[src/rtl/logic_serial_seq.sv]
// Bit-serial sequencer feeding a 1-bit AND/OR/XOR gate slice, LSB first, and
// reassembling its output. Optional flags are built with LOGIC_SEQ_FLAGS_EN.
module logic_serial_seq #(
    parameter int WIDTH = 64
) (
    input  logic             clk,
    input  logic             reset,
    input  logic             start,
    input  logic [1:0]       op,
    input  logic [WIDTH-1:0] opa,
    input  logic [WIDTH-1:0] opb,
    output logic             ready,
    output logic             done,
    output logic [WIDTH-1:0] result,
    output logic             zero,
    output logic             negative,
    output logic             slice_a,
    output logic             slice_b,
    output logic [1:0]       slice_ctrl,
    input  logic             slice_out,
    output logic [1:0]       state_dbg
);

    localparam int CW = $clog2(WIDTH);
    localparam logic [CW-1:0] LAST = CW'(WIDTH - 1);

    typedef enum logic [1:0] {
        IDLE  = 2'd0,
        SHIFT = 2'd1,
        DONE  = 2'd2
    } state_t;

    state_t           state, state_nx;
    logic [CW-1:0]    cnt;
    logic [1:0]       op_q;
    logic [WIDTH-1:0] a_q, b_q, sr, result_q;
    logic [WIDTH-1:0] sr_nx;
    logic             accept, last;

    // Handshake: a request is taken on any rising edge where start=1 and
    // ready=1 (IDLE only); start in any other state is dropped, never queued.
    assign accept    = (state == IDLE) && start;
    assign last      = (state == SHIFT) && (cnt == LAST);
    assign sr_nx     = {slice_out, sr[WIDTH-1:1]};
    assign result    = result_q;
    assign state_dbg = state;

    always_ff @(posedge clk) begin
        if (!reset) begin
            state <= IDLE;
        end else begin
            state <= state_nx;
        end
    end

    always_comb begin
        state_nx   = state;
        ready      = 1'b0;
        done       = 1'b0;
        slice_a    = 1'b0;
        slice_b    = 1'b0;
        slice_ctrl = 2'b00;
        case (state)
            IDLE: begin
                ready = 1'b1;
                if (start) state_nx = SHIFT;
            end
            SHIFT: begin
                slice_a    = a_q[cnt];
                slice_b    = b_q[cnt];
                slice_ctrl = op_q;
                if (cnt == LAST) state_nx = DONE;
            end
            DONE: begin
                done     = 1'b1;
                state_nx = IDLE;
            end
            default: state_nx = IDLE;
        endcase
    end

    // The final shift is folded straight into result so it is valid with done.
    always_ff @(posedge clk) begin
        if (!reset) begin
            cnt      <= '0;
            op_q     <= 2'b00;
            a_q      <= '0;
            b_q      <= '0;
            sr       <= '0;
            result_q <= '0;
        end else begin
            if (accept) begin
                cnt  <= '0;
                op_q <= op;
                a_q  <= opa;
                b_q  <= opb;
            end
            if (state == SHIFT) begin
                sr  <= sr_nx;
                cnt <= last ? '0 : cnt + CW'(1);
            end
            if (last) result_q <= sr_nx;
        end
    end

`ifdef LOGIC_SEQ_FLAGS_EN
    logic zero_q, neg_q;

    always_ff @(posedge clk) begin
        if (!reset) begin
            zero_q <= 1'b0;
            neg_q  <= 1'b0;
        end else if (last) begin
            zero_q <= (sr_nx == '0);
            neg_q  <= sr_nx[WIDTH-1];
        end
    end

    assign zero     = zero_q;
    assign negative = neg_q;
`else
    assign zero     = 1'b0;
    assign negative = 1'b0;
`endif

endmodule
[config.mk]
export PLATFORM = sky130hd
export DESIGN_NAME = logic_serial_seq
export DESIGN_NICKNAME = d
export VERILOG_FILES = /design/src/rtl/logic_serial_seq.sv
export SDC_FILE = /design/constraint.sdc
export NUM_CORES = 1
export LEC_CHECK = 0
export CORE_MARGIN = 8
export CORE_UTILIZATION = 47
export CTS_CLUSTER_DIAMETER = 30
export DETAILED_ROUTE_END_ITERATION = 10
export PLACE_DENSITY = 0.73
export SLEW_MARGIN = 5
export SYNTH_ARGS = -nofsm -noshare
export SYNTH_HDL_FRONTEND = slang
export SYNTH_SLANG_ARGS = --single-unit
[constraint.sdc]
create_clock -name clk -period 2.05 [get_ports clk]
set_clock_uncertainty 0.1 [all_clocks]
set_input_delay 0.205 -clock clk [delete_from_list [all_inputs] [get_ports clk]]
set_output_delay 0.205 -clock clk [all_outputs]
set_load 0.02 [all_outputs]
* Word-level counts from Yosys, hierarchy flattened *
Cells that the tools add are included.

word-level totals
  bits in registers = 266
  output and inout bits = 74

cells by class
  add/sub/neg operators = 1
  equal/unequal tests = 5
  order comparisons = 1
  muxes and demuxes = 15
  reductions and logical operators = 5

operators with widths
  cell                                                                    count
  6-bit 2-to-1 mux                                                        3
  1-bit binary-select mux with 6-bit select                               2
  6-bit by 7-bit < comparator with 1-bit output (second input constant)   1
  6-bit by 1-bit adder with 6-bit output (second input constant)          1
  6-bit equality test (second input constant)                             1
  1-bit 2-to-1 mux                                                        6
  2-bit 2-to-1 mux                                                        3
  2-bit one-hot mux with 2 select lines                                   1
  2-bit by 1-bit equality test with 1-bit output (second input constant)  1
  2-bit equality test (second input constant)                             1
  1-bit logical AND                                                       2
  2-bit logical NOT                                                       1
  2-bit by 1-bit != test with 1-bit output (second input constant)        1
  2-bit != test (second input constant)                                   1
  2-bit AND reduction                                                     1
  2-bit nonzero test                                                      1

* Logic depth before layout (Yosys ltp) *
Gate-level depths: netlist (run 1).

  word-level depth = 4
  mapped depth = 8
  depth with buffers taken out = 6

* Worst setup path after synthesis (run 1) *
OpenSTA, ideal clock, no wires.

  kind = reg-to-output
  start = register cnt[1]
  end = output slice_a
  path slack = -13 ps
  cell stages (with the launch flop) = 8
  data arrival time = 1,758 ps
  path buffers = 2
  cells stage by stage = dfxtp_1 > buf_4 > buf_6 > mux4_2 > nand3_1 > a31oi_1 > a21oi_1 > o32ai_1

on the way
  cells in the longest elaborated chain, start to end = 3

ends and longest elaborated chain
  element                                    RTL line  text
  from (decl)                                34        logic [CW-1:0] cnt;
  from (signal assigned)                     100       cnt <= last ? '0 : cnt + CW'(1);
  1-bit binary-select mux with 6-bit select  69        slice_a = a_q[cnt];
  1-bit 2-to-1 mux (not written as such)     69
  1-bit 2-to-1 mux                           63        case (state)
  to (decl)                                  17        output logic slice_a,

Every way passes these cells. The select of a mux whose other input is x is not followed.

* Final worst setup path (run 1) *
Same ends and word-level chain as after synthesis.

==> impl_metrics.csv, run 1 <==
group,metric,value,unit
outcome,outcome,"complete, but fails checks",
outcome,violations,"negative setup slack",
yosys,asyncSetResetFlopFracSynth,0,%
placement,dpl_worst_slack,-0.506,ns
pwr,power-per-cell-area,941,mW/mm^2
timing,finalSetupTns,-1.16,ns
global_routing,vias_in_the_first_global_route,9463,
route,ant_nets,0,
floorplanning,die_width,168,um
placement,place.gp.congestion,0.824,
timing,post-route-period-util,130,%
global_routing,grt_util_all_layers,19.8,%
critical_path,r2r.worst_path.cells,8,
clock_network,library_cell_used_as_clock_root_buffer,"clkbuf_16",
route,wl_cell,16.0,um
route,postRouteWirelength,28800,um
global_routing,grt_overflow_total,0,
finish,finish.net_count,1606,
yosys,yosysTopAreaCell,"dfxtp_1",
pwr,share_comb_of_total_power,7.5,%
route,route.detailed.vias_per_inst,5.15,
yosys,synth.lib_cells_used.distinct,42,
timing,timing_worst_slew_pin_value,0.664,ns
yosys,synth_edf_count,0,
pwr,p_int,11.2,mW
yosys,synth.cell_area,0.0109,mm^2
timing,number_of_setup_violations_in_the_final_report,2,
timing,fmaxAchievable,374,MHz
route,first_pass_iters,5,
critical_path,critical_path_slowest_stage_cell,"dfxtp_4",
clock_network,cts.reportedPaths.clkPinSlew,0.05,ns
floorplanning,die_h,168,um
finish,fin_cells,1795,
timing,slew_headroom,55.7,%
timing,final-max-slew-violation-count,0,
placement,buffer_ports.inserted,205,
min_path,min_path_type,"primary input to register",
clock_network,cts_buffers,48,
yosys,synth_flop_cell,"dfxtp_1",
finish,final_common_cell,"nand2_1",
critical_path,worst-path-max-fanout,8,
clock_network,ctsLongestPathBuffers,3,
clock_network,clock_insertion_delay_worst_skew,0.52,ns
global_routing,grt_max_degree,98,
yosys,ff_latch_count_synth,265,
global_routing,grt_antenna_before_repair,0,
critical_path,worst_setup_end_kind,"output pin",
pwr,share_seq_of_total_power,37.6,%
floorplanning,core,0.0227,mm^2
floorplanning,design.die.area,0.0283,mm^2
critical_path,critical_path_class,"register to output pin",
route,drc_errors,0,
pwr,static-leakage-power,5.49,nW
floorplanning,start_util,48.0,%
yosys,synth_warnings,0,
yosys,syn_avg_cell_area,8.67,um^2
pwr,power_switching_share,22.0,%
pwr,clkPwrFrac,54.9,%
yosys,netlist_instances,1257,
route,num_vias,9244,
floorplanning,rows,55,
clock_network,number_of_levels_in_the_clock_h_tree,2,
finish,fraction_of_layout_cells_with_a_size_suffix_above_1,13.1,%
yosys,yosys.area.top_type_share,48.7,%
global_routing,grt_first_pass_wirelength,46900,um
pwr,vdd.ir_drop.worst,0.543,mV
timing,grt_setup_unrepaired,"true",
critical_path,worst-endpoint-arrival,2.37,ns
pwr,p_switching,3.17,mW
critical_path,worstSetupStartpointType,"register",
timing,worst_setup_margin,-0.624,ns
placement,placed_cells,1697,
min_path,timing.hold.worst_path_depth,3,
yosys,synth-seq-area-share,48.7,%
route,initialDrtViolationCount,527,
critical_path,crit_path_max_incr_delay,0.36,ns
critical_path,worstPathRequired,1.75,ns
yosys,yosys-top-cells-area,"dfxtp_1, nand2_1, a21boi_0, mux4_2, clkbuf_1",
finish,antennaDiodeCount,0,
timing,fin_hold_viols,0,
finish,fin_util,67.5,%
clock_network,cts_tree,"done",
finish,area_delta_synth_final,40.6,%
placement,dpl.hpwl,19300,um
critical_path,crit_path_cell_trace,"buf_12, buf_4, mux4_2, nand3_2, a31oi_2, a21oi_4, o32ai_4, buf_6",
timing,minimum_period_implied_by_the_final_worst_setup_slack,2.67,ns
floorplanning,top_level_ports,208,
finish,layout_common_cells,"nand2_1, dfxtp_1, a21boi_0",
clock_network,clock_sink_count,265,
timing,fin_worst_hold_slack,0.148,ns
run,drv_cap,0,
-- repair_timing --
action | 4_1_cts | 5_1_grt
cloned | 1 | 1
pin swaps | 9 | 7
hold buffers | 1 | 0
endpoints found under the setup margin | 33 | 70
endpoints found under the hold margin | 44 | 0
setup buffers | 5 | 2
gates resized for setup | 35 | 22
-- power groups by stage --
stage / Clock, mW / Sequential, mW / Combinational, mW
2_1_floorplan: 0 / 5.48 / 0.586
4_1_cts: 8.01 / 5.42 / 1.08
6_report: 7.91 / 5.42 / 1.08
5_1_grt: 8.31 / 5.43 / 1.18
3_5_place_dp: 0 / 5.52 / 1.06
3_3_place_gp: 0 / 5.52 / 1.04
-- cell type report --
class / instances / area, um^2
Clock inverter: 25 / 275
Inverter: 1 / 3.75
Multi-Input combinational cell: 891 / 5260
Sequential cell: 265 / 5310
Clock buffer: 64 / 1380
Tap cell: 285 / 357
Timing Repair Buffer: 264 / 2730
Fill cell: 1832 / 7390
-- cell families (layout without fill, tap and decap cells) --
logic type / after synthesis / after routing / share of synthesized area [%]
simple gates: 564 / 564 / 20.3
compound gates: 288 / 288 / 19.6
buf+inv: 102 / 354 / 4.16
flops: 265 / 265 / 48.7
mux: 36 / 36 / 7.12
fa+ha+maj: 1 / 1 / 0.115
other cells: 1 / 2 / 0.0344
-- cell usage after synthesis (3+ instances only) --
library cell    n
buf_4          12
nor2_1          5
clkbuf_1       75
mux2i_1         4
a21oi_1         5
nand2_1       526
a21boi_1       10
dfxtp_1       265
nand3_1         9
buf_2           8
a31oi_1         3
and2_1          4
a21boi_0      249
buf_1           4
mux4_1          4
a22oi_1         4
nor2b_1         9
o21ai_0         7
mux4_2         28
-- critical path: cells and delay by family, from the launching register on --
family	cells	cell delay (ns)
buffers and inverters	3	0.44
DFF	1	0.36
and+or+nand+nor	1	0.08
AOI/OAI and AO/OA	3	0.63
muxes	1	0.33
-- flip-flops by register name, indices dropped and copies added (netlist names) --
signal	cells
state_dbg	2
a_q	64
sr	63
b_q	64
cnt	6
op_q	2
result	64
-- metal layers --
| metal | global-route usage [%] | wire (um) |
|---|---|---|
| met1 | 23.7 | 12300 |
| met2 | 33.7 | 14000 |
| met3 | 5.38 | 1890 |
| met4 | 6.60 | 629 |
| met5 | 0 | 0 |
-- through the flow --
step / instance area [um^2] / power (mW)
2_1_floorplan: 10900 / 6.07
3_3_place_gp: 13400 / 6.56
3_5_place_dp: 13400 / 6.58
4_1_cts: 15200 / 14.5
5_1_grt: 15300 / 14.9
6_report: 15300 / 14.4
-- path summary, 6_finish.rpt --
kind                                start                      end  slack, ns
hold reg to reg   result[52]$_SDFFE_PN0P_  result[52]$_SDFFE_PN0P_       0.36
setup reg to reg      cnt[1]$_SDFFE_PN0P_      cnt[3]$_SDFFE_PN0P_       0.10
setup / recovery      cnt[1]$_SDFFE_PN0P_                  slice_a      -0.62
hold / removal                    opa[13]     a_q[13]$_SDFFE_PN0P_       0.15
Note: power is estimated with default switching activity, not from simulation.
==> run 2, diff against run 1 <==
--- a/config.mk
+++ b/config.mk
@@ -6,10 +6,10 @@
 export NUM_CORES = 1
 export LEC_CHECK = 0
 export CORE_MARGIN = 8
-export CORE_UTILIZATION = 47
+export CORE_UTILIZATION = 52
 export CTS_CLUSTER_DIAMETER = 30
 export DETAILED_ROUTE_END_ITERATION = 10
-export PLACE_DENSITY = 0.73
+export PLACE_DENSITY = 0.8
 export SLEW_MARGIN = 5
 export SYNTH_ARGS = -nofsm -noshare
 export SYNTH_HDL_FRONTEND = slang
==> impl_metrics.csv, run 2 (synthesis results as in run 1) <==
group,metric,value,unit
outcome,outcome,"complete, but fails checks",
outcome,violations,"negative setup slack",
finish,fin_area,0.0151,mm^2
timing,worst_setup_margin,-0.607,ns
timing,number_of_setup_violations_in_the_final_report,3,
min_path,min_path_type,"primary input to register",
route,postRouteWirelength,30000,um
run,drv_cap,0,
finish,area_delta_synth_final,38.8,%
critical_path,worst-path-max-fanout,10,
timing,post-route-period-util,130,%
floorplanning,rows,53,
route,num_vias,9428,
timing,fmaxAchievable,376,MHz
route,drc_errors,0,
pwr,vdd.ir_drop.worst,0.584,mV
clock_network,number_of_levels_in_the_clock_h_tree,2,
global_routing,grt_first_pass_wirelength,47900,um
floorplanning,top_level_ports,208,
timing,final-max-slew-violation-count,0,
route,initialDrtViolationCount,584,
timing,timing_worst_slew_pin_value,0.659,ns
global_routing,grt_max_degree,131,
critical_path,worstPathRequired,1.75,ns
global_routing,grt_util_all_layers,22.3,%
pwr,static-leakage-power,5.39,nW
route,ant_nets,0,
clock_network,clock_sink_count,265,
clock_network,cts.reportedPaths.clkPinSlew,0.05,ns
critical_path,critical_r2r_launch,"cnt[1]$_SDFFE_PN0P_",
critical_path,critical_path_class,"register to output pin",
timing,finalSetupTns,-1.14,ns
critical_path,worst_setup_end_kind,"output pin",
pwr,power-per-cell-area,908,mW/mm^2
critical_path,worst-endpoint-arrival,2.35,ns
route,wl_cell,16.9,um
floorplanning,die_width,161,um
floorplanning,design.die.area,0.0258,mm^2
global_routing,grt_overflow_total,0,
min_path,hp-start,"opb[16]",
clock_network,cts_buffers,45,
placement,placed_cell_area,0.0134,mm^2
floorplanning,core,0.0208,mm^2
finish,fillCellCount,1530,
finish,layout_common_cells,"nand2_1, dfxtp_1, a21boi_0",
global_routing,grt_antenna_before_repair,0,
route,first_pass_iters,5,
global_routing,vias_in_the_first_global_route,9613,
clock_network,library_cell_used_as_clock_root_buffer,"clkbuf_16",
clock_network,clock_insertion_delay_worst_skew,0.52,ns
timing,minimum_period_implied_by_the_final_worst_setup_slack,2.66,ns
floorplanning,start_util,52.3,%
floorplanning,die_h,161,um
finish,finish.net_count,1604,
timing,grt_setup_unrepaired,"true",
timing,fin_hold_viols,0,
critical_path,cp-startpoint,"cnt[1]$_SDFFE_PN0P_",
finish,fraction_of_layout_cells_with_a_size_suffix_above_1,12.3,%
route,route.detailed.vias_per_inst,5.30,
timing,slew_headroom,56.0,%
critical_path,worstSetupStartpointType,"register",
clock_network,cts_tree,"done",
clock_network,ctsLongestPathBuffers,3,
placement,dpl.hpwl,18900,um
placement,buffer_ports.inserted,205,
placement,dpl_worst_slack,-0.523,ns
finish,final_common_cell,"nand2_1",
placement,place.gp.congestion,0.842,
run 2: changes by cell type in the layout (fill, tap and decap cells not counted), sizes merged:
cell	delta
bufinv	-1
dlymetal6s2s	-1
diode	+1
clkinv	-5
clkinvlp	-1
clkdlybuf4s50	+1
clkbuf	-2
inv	+1
run 2: timing repair:
action / CTS / global route
cloned: 3 / 2
endpoints found under the setup margin: 47 / 67
setup buffers: 2 / 6
resized for setup: 34 / 14
hold endpoints to repair: 1 / 0
hold buffers: 1 / 0
pin swaps: 5 / 6
run 2: area by class of cell:
class	count	area (um^2)	area share (%)
diodes	1	2.50	0.0165
well taps	275	344	2.27
flip-flops and latches	265	5310	35.1
clock inverters	19	225	1.49
multi-input cells	891	5230	34.6
inverters	1	3.75	0.0248
clock buffers	61	1260	8.31
repair buffers	265	2750	18.2
run 2: worst max-delay path: stages (launching register included):
cell	delay (ns)
dfxtp_4	0.36
buf_12	0.13
mux4_2	0.52
a22oi_2	0.20
nand3_1	0.12
a21oi_2	0.21
o32ai_2	0.12
buf_4	0.18
run 2: path summary, 6_finish.rpt:
kind                             end  slack [ns]  depth (start not counted)
max                          slice_a       -0.61                          7
min             b_q[16]$_SDFFE_PN0P_        0.14                          3
max reg2reg  result[31]$_SDFFE_PN0P_       -0.03                         10
min reg2reg  result[53]$_SDFFE_PN0P_        0.35                          2
run 2: metal layers:
layer	track usage (%)	vias up	part of all wire [%]
li1	-	4602	-
met1	26.1	4415	40
met2	38.8	349	50
met3	5.12	62	7.5
met4	8.96	0	2.3
met5	0	-	0
run 2: power breakdown:
| group | internal [mW] | switching [mW] | total, mW |
|---|---|---|---|
| Clock | 4.78 | 2.45 | 7.23 |
| Sequential | 5.32 | 0.0995 | 5.42 |
| Combinational | 0.565 | 0.506 | 1.07 |
| Total | 10.7 | 3.05 | 13.7 |
run 2: stage by stage:
step / total power, mW / util, % / hold WS (ns) / instances
after floorplan: 6.07 / - / 0.250 / 1258
after global placement: 6.53 / 64.2 / 0.345 / 1683
after detailed placement: 6.55 / 64.2 / 0.346 / 1683
after CTS: 13.8 / 72.1 / 0.125 / 1769
after global routing: 14.2 / 72.6 / 0.145 / 1777
final: 13.7 / 72.6 / 0.145 / 1778
==> run 3, diff against run 2 <==
--- a/config.mk
+++ b/config.mk
@@ -6,10 +6,9 @@
 export NUM_CORES = 1
 export LEC_CHECK = 0
 export CORE_MARGIN = 8
-export CORE_UTILIZATION = 52
+export CORE_UTILIZATION = 40
 export CTS_CLUSTER_DIAMETER = 30
 export DETAILED_ROUTE_END_ITERATION = 10
-export PLACE_DENSITY = 0.8
 export SLEW_MARGIN = 5
 export SYNTH_ARGS = -nofsm -noshare
 export SYNTH_HDL_FRONTEND = slang
==> impl_metrics.csv, run 3 (synthesis results as in run 1) <==
group,metric,value,unit
outcome,outcome,"complete, but fails checks",
outcome,violations,"negative setup slack",
pwr,static-leakage-power,5.57,nW
finish,finish.net_count,1616,
finish,fillCellCount,2408,
route,initialDrtViolationCount,398,
route,num_vias,9050,
timing,fmaxAchievable,377,MHz
pwr,power-per-cell-area,958,mW/mm^2
timing,timing_worst_slew_pin_value,0.656,ns
global_routing,grt_util_all_layers,16.9,%
placement,place.gp.congestion,0.781,
global_routing,vias_in_the_first_global_route,9220,
finish,fin_cells,1863,
critical_path,worstSetupStartpointType,"register",
finish,final_common_cell,"nand2_1",
critical_path,critical_path_class,"register to output pin",
min_path,hp-start,"reset",
finish,layout_common_cells,"nand2_1, dfxtp_1, a21boi_0",
run,drv_cap,0,
timing,worst_setup_margin,-0.602,ns
timing,slew_headroom,56.3,%
clock_network,number_of_levels_in_the_clock_h_tree,2,
finish,fin_area,0.0156,mm^2
critical_path,worstPathRequired,1.75,ns
timing,post-route-period-util,129,%
min_path,min_path_type,"primary input to register",
floorplanning,start_util,40.5,%
placement,buffer_ports.inserted,205,
timing,number_of_setup_violations_in_the_final_report,2,
placement,dpl_worst_slack,-0.520,ns
clock_network,cts_buffers,52,
timing,finalSetupTns,-1.15,ns
floorplanning,die_h,181,um
timing,minimum_period_implied_by_the_final_worst_setup_slack,2.65,ns
timing,fin_hold_viols,0,
route,wl_cell,15.3,um
clock_network,library_cell_used_as_clock_root_buffer,"clkbuf_16",
critical_path,critical_r2r_launch,"cnt[1]$_SDFFE_PN0P_",
clock_network,cts_tree,"done",
critical_path,cp-startpoint,"cnt[1]$_SDFFE_PN0P_",
route,drc_errors,0,
global_routing,groute.layer.met3.usage,4.43,%
placement,dpl.hpwl,19900,um
critical_path,worst_setup_end_kind,"output pin",
floorplanning,die_width,181,um
global_routing,grt_util_met1,20.6,%
pwr,vdd.ir_drop.worst,0.481,mV
critical_path,worst-path-max-fanout,6,
timing,grt_setup_unrepaired,"true",
global_routing,grt.busiest_layer,"met2",
critical_path,critical_path_slowest_stage_cell,"mux4_2",
critical_path,crit_path_cell_trace,"buf_12, buf_8, mux4_2, nand3_1, nand3_1, a21oi_2, o32ai_4, buf_6",
critical_path,crit_path_max_incr_delay,0.51,ns
global_routing,grt_antenna_before_repair,0,
finish,fraction_of_layout_cells_with_a_size_suffix_above_1,13.3,%
route,postRouteWirelength,28500,um
finish,area_delta_synth_final,42.8,%
timing,final-max-slew-violation-count,0,
route,ant_nets,0,
floorplanning,rows,60,
placement,placed_cell_area,0.0136,mm^2
clock_network,post_cts_hold_buffer_count,0,
floorplanning,core,0.0269,mm^2
timing,fin_worst_hold_slack,0.0421,ns
clock_network,ctsLongestPathBuffers,3,
floorplanning,design.die.area,0.0328,mm^2
critical_path,worst-endpoint-arrival,2.35,ns
global_routing,grtUsageMet2,28.9,%
clock_network,clock_sink_count,265,
route,route.detailed.vias_per_inst,4.86,
placement,placed_cells,1758,
global_routing,grt_first_pass_wirelength,46600,um
critical_path,timing.critical_path.mode_cell,"nand3_1",
clock_network,clock_insertion_delay_worst_skew,0.54,ns
global_routing,grt_overflow_total,0,
clock_network,cts.reportedPaths.clkPinSlew,0.04,ns
finish,antennaDiodeCount,0,
global_routing,grt_max_degree,86,
floorplanning,top_level_ports,208,
route,first_pass_iters,6,
[run 3: cell types whose count changed in the layout (fill, tap and decap cells not counted), moves of 3 or more]
cell,before,now
clkbuf_16,47,54
a21boi_1,11,17
a21boi_0,247,242
buf_12,13,18
clkbuf_8,7,11
buf_4,38,41
clkinv_4,3,6
[run 3: layer usage]
layer  share of wire [%]  up-vias
met5                   0        -
met4                 1.7        0
met3                 5.4       38
met2                  48      200
met1                  45     4182
li1                    -     4630
[run 3: timing repair]
action | in CTS | in global routing
setup buffers | 3 | 6
resized for setup | 29 | 22
pin swaps | 5 | 5
endpoints found under the setup margin | 8 | 62
gates cloned | 0 | 1
[run 3: final timing paths]
check	end	slack (ns)	cells past startpoint
max	slice_a	-0.60	8
min	a_q[22]$_SDFFE_PN0P_	0.04	2
max reg2reg	result[28]$_SDFFE_PN0P_	0.09	9
min reg2reg	result[52]$_SDFFE_PN0P_	0.35	2
[run 3: metrics by stage]
stage / util [%] / total power, mW
6_report: 57.9 / 14.9
5_1_grt: 57.9 / 15.5
4_1_cts: 57.4 / 15.1
3_5_place_dp: 50.6 / 6.58
3_3_place_gp: 50.6 / 6.57
2_1_floorplan: - / 6.07
[run 3: critical path, delay by kind of cell (launching register included)]
| kind | cells | cell delay, ns |
|---|---|---|
| multiplexers | 1 | 0.51 |
| buffers and inverters | 3 | 0.41 |
| flip-flops | 1 | 0.35 |
| AO/OA/AOI/OAI | 2 | 0.34 |
| AND/OR/NAND/NOR | 2 | 0.19 |
[run 3: final cells by class]
| type | count | area, um^2 | area share [%] |
|---|---|---|---|
| Sequential cell | 265 | 5310 | 34.1 |
| Multi-Input combinational cell | 891 | 5230 | 33.6 |
| Timing Repair Buffer | 270 | 2800 | 18.0 |
| Clock buffer | 73 | 1510 | 9.71 |
| Tap cell | 341 | 427 | 2.74 |
| Clock inverter | 22 | 277 | 1.78 |
| Inverter | 1 | 3.75 | 0.0241 |
[run 3: power breakdown]
part	internal [mW]	switching [mW]	total, mW
sequential	5.33	0.0982	5.43
clock	5.74	2.66	8.40
combinational	0.578	0.499	1.08
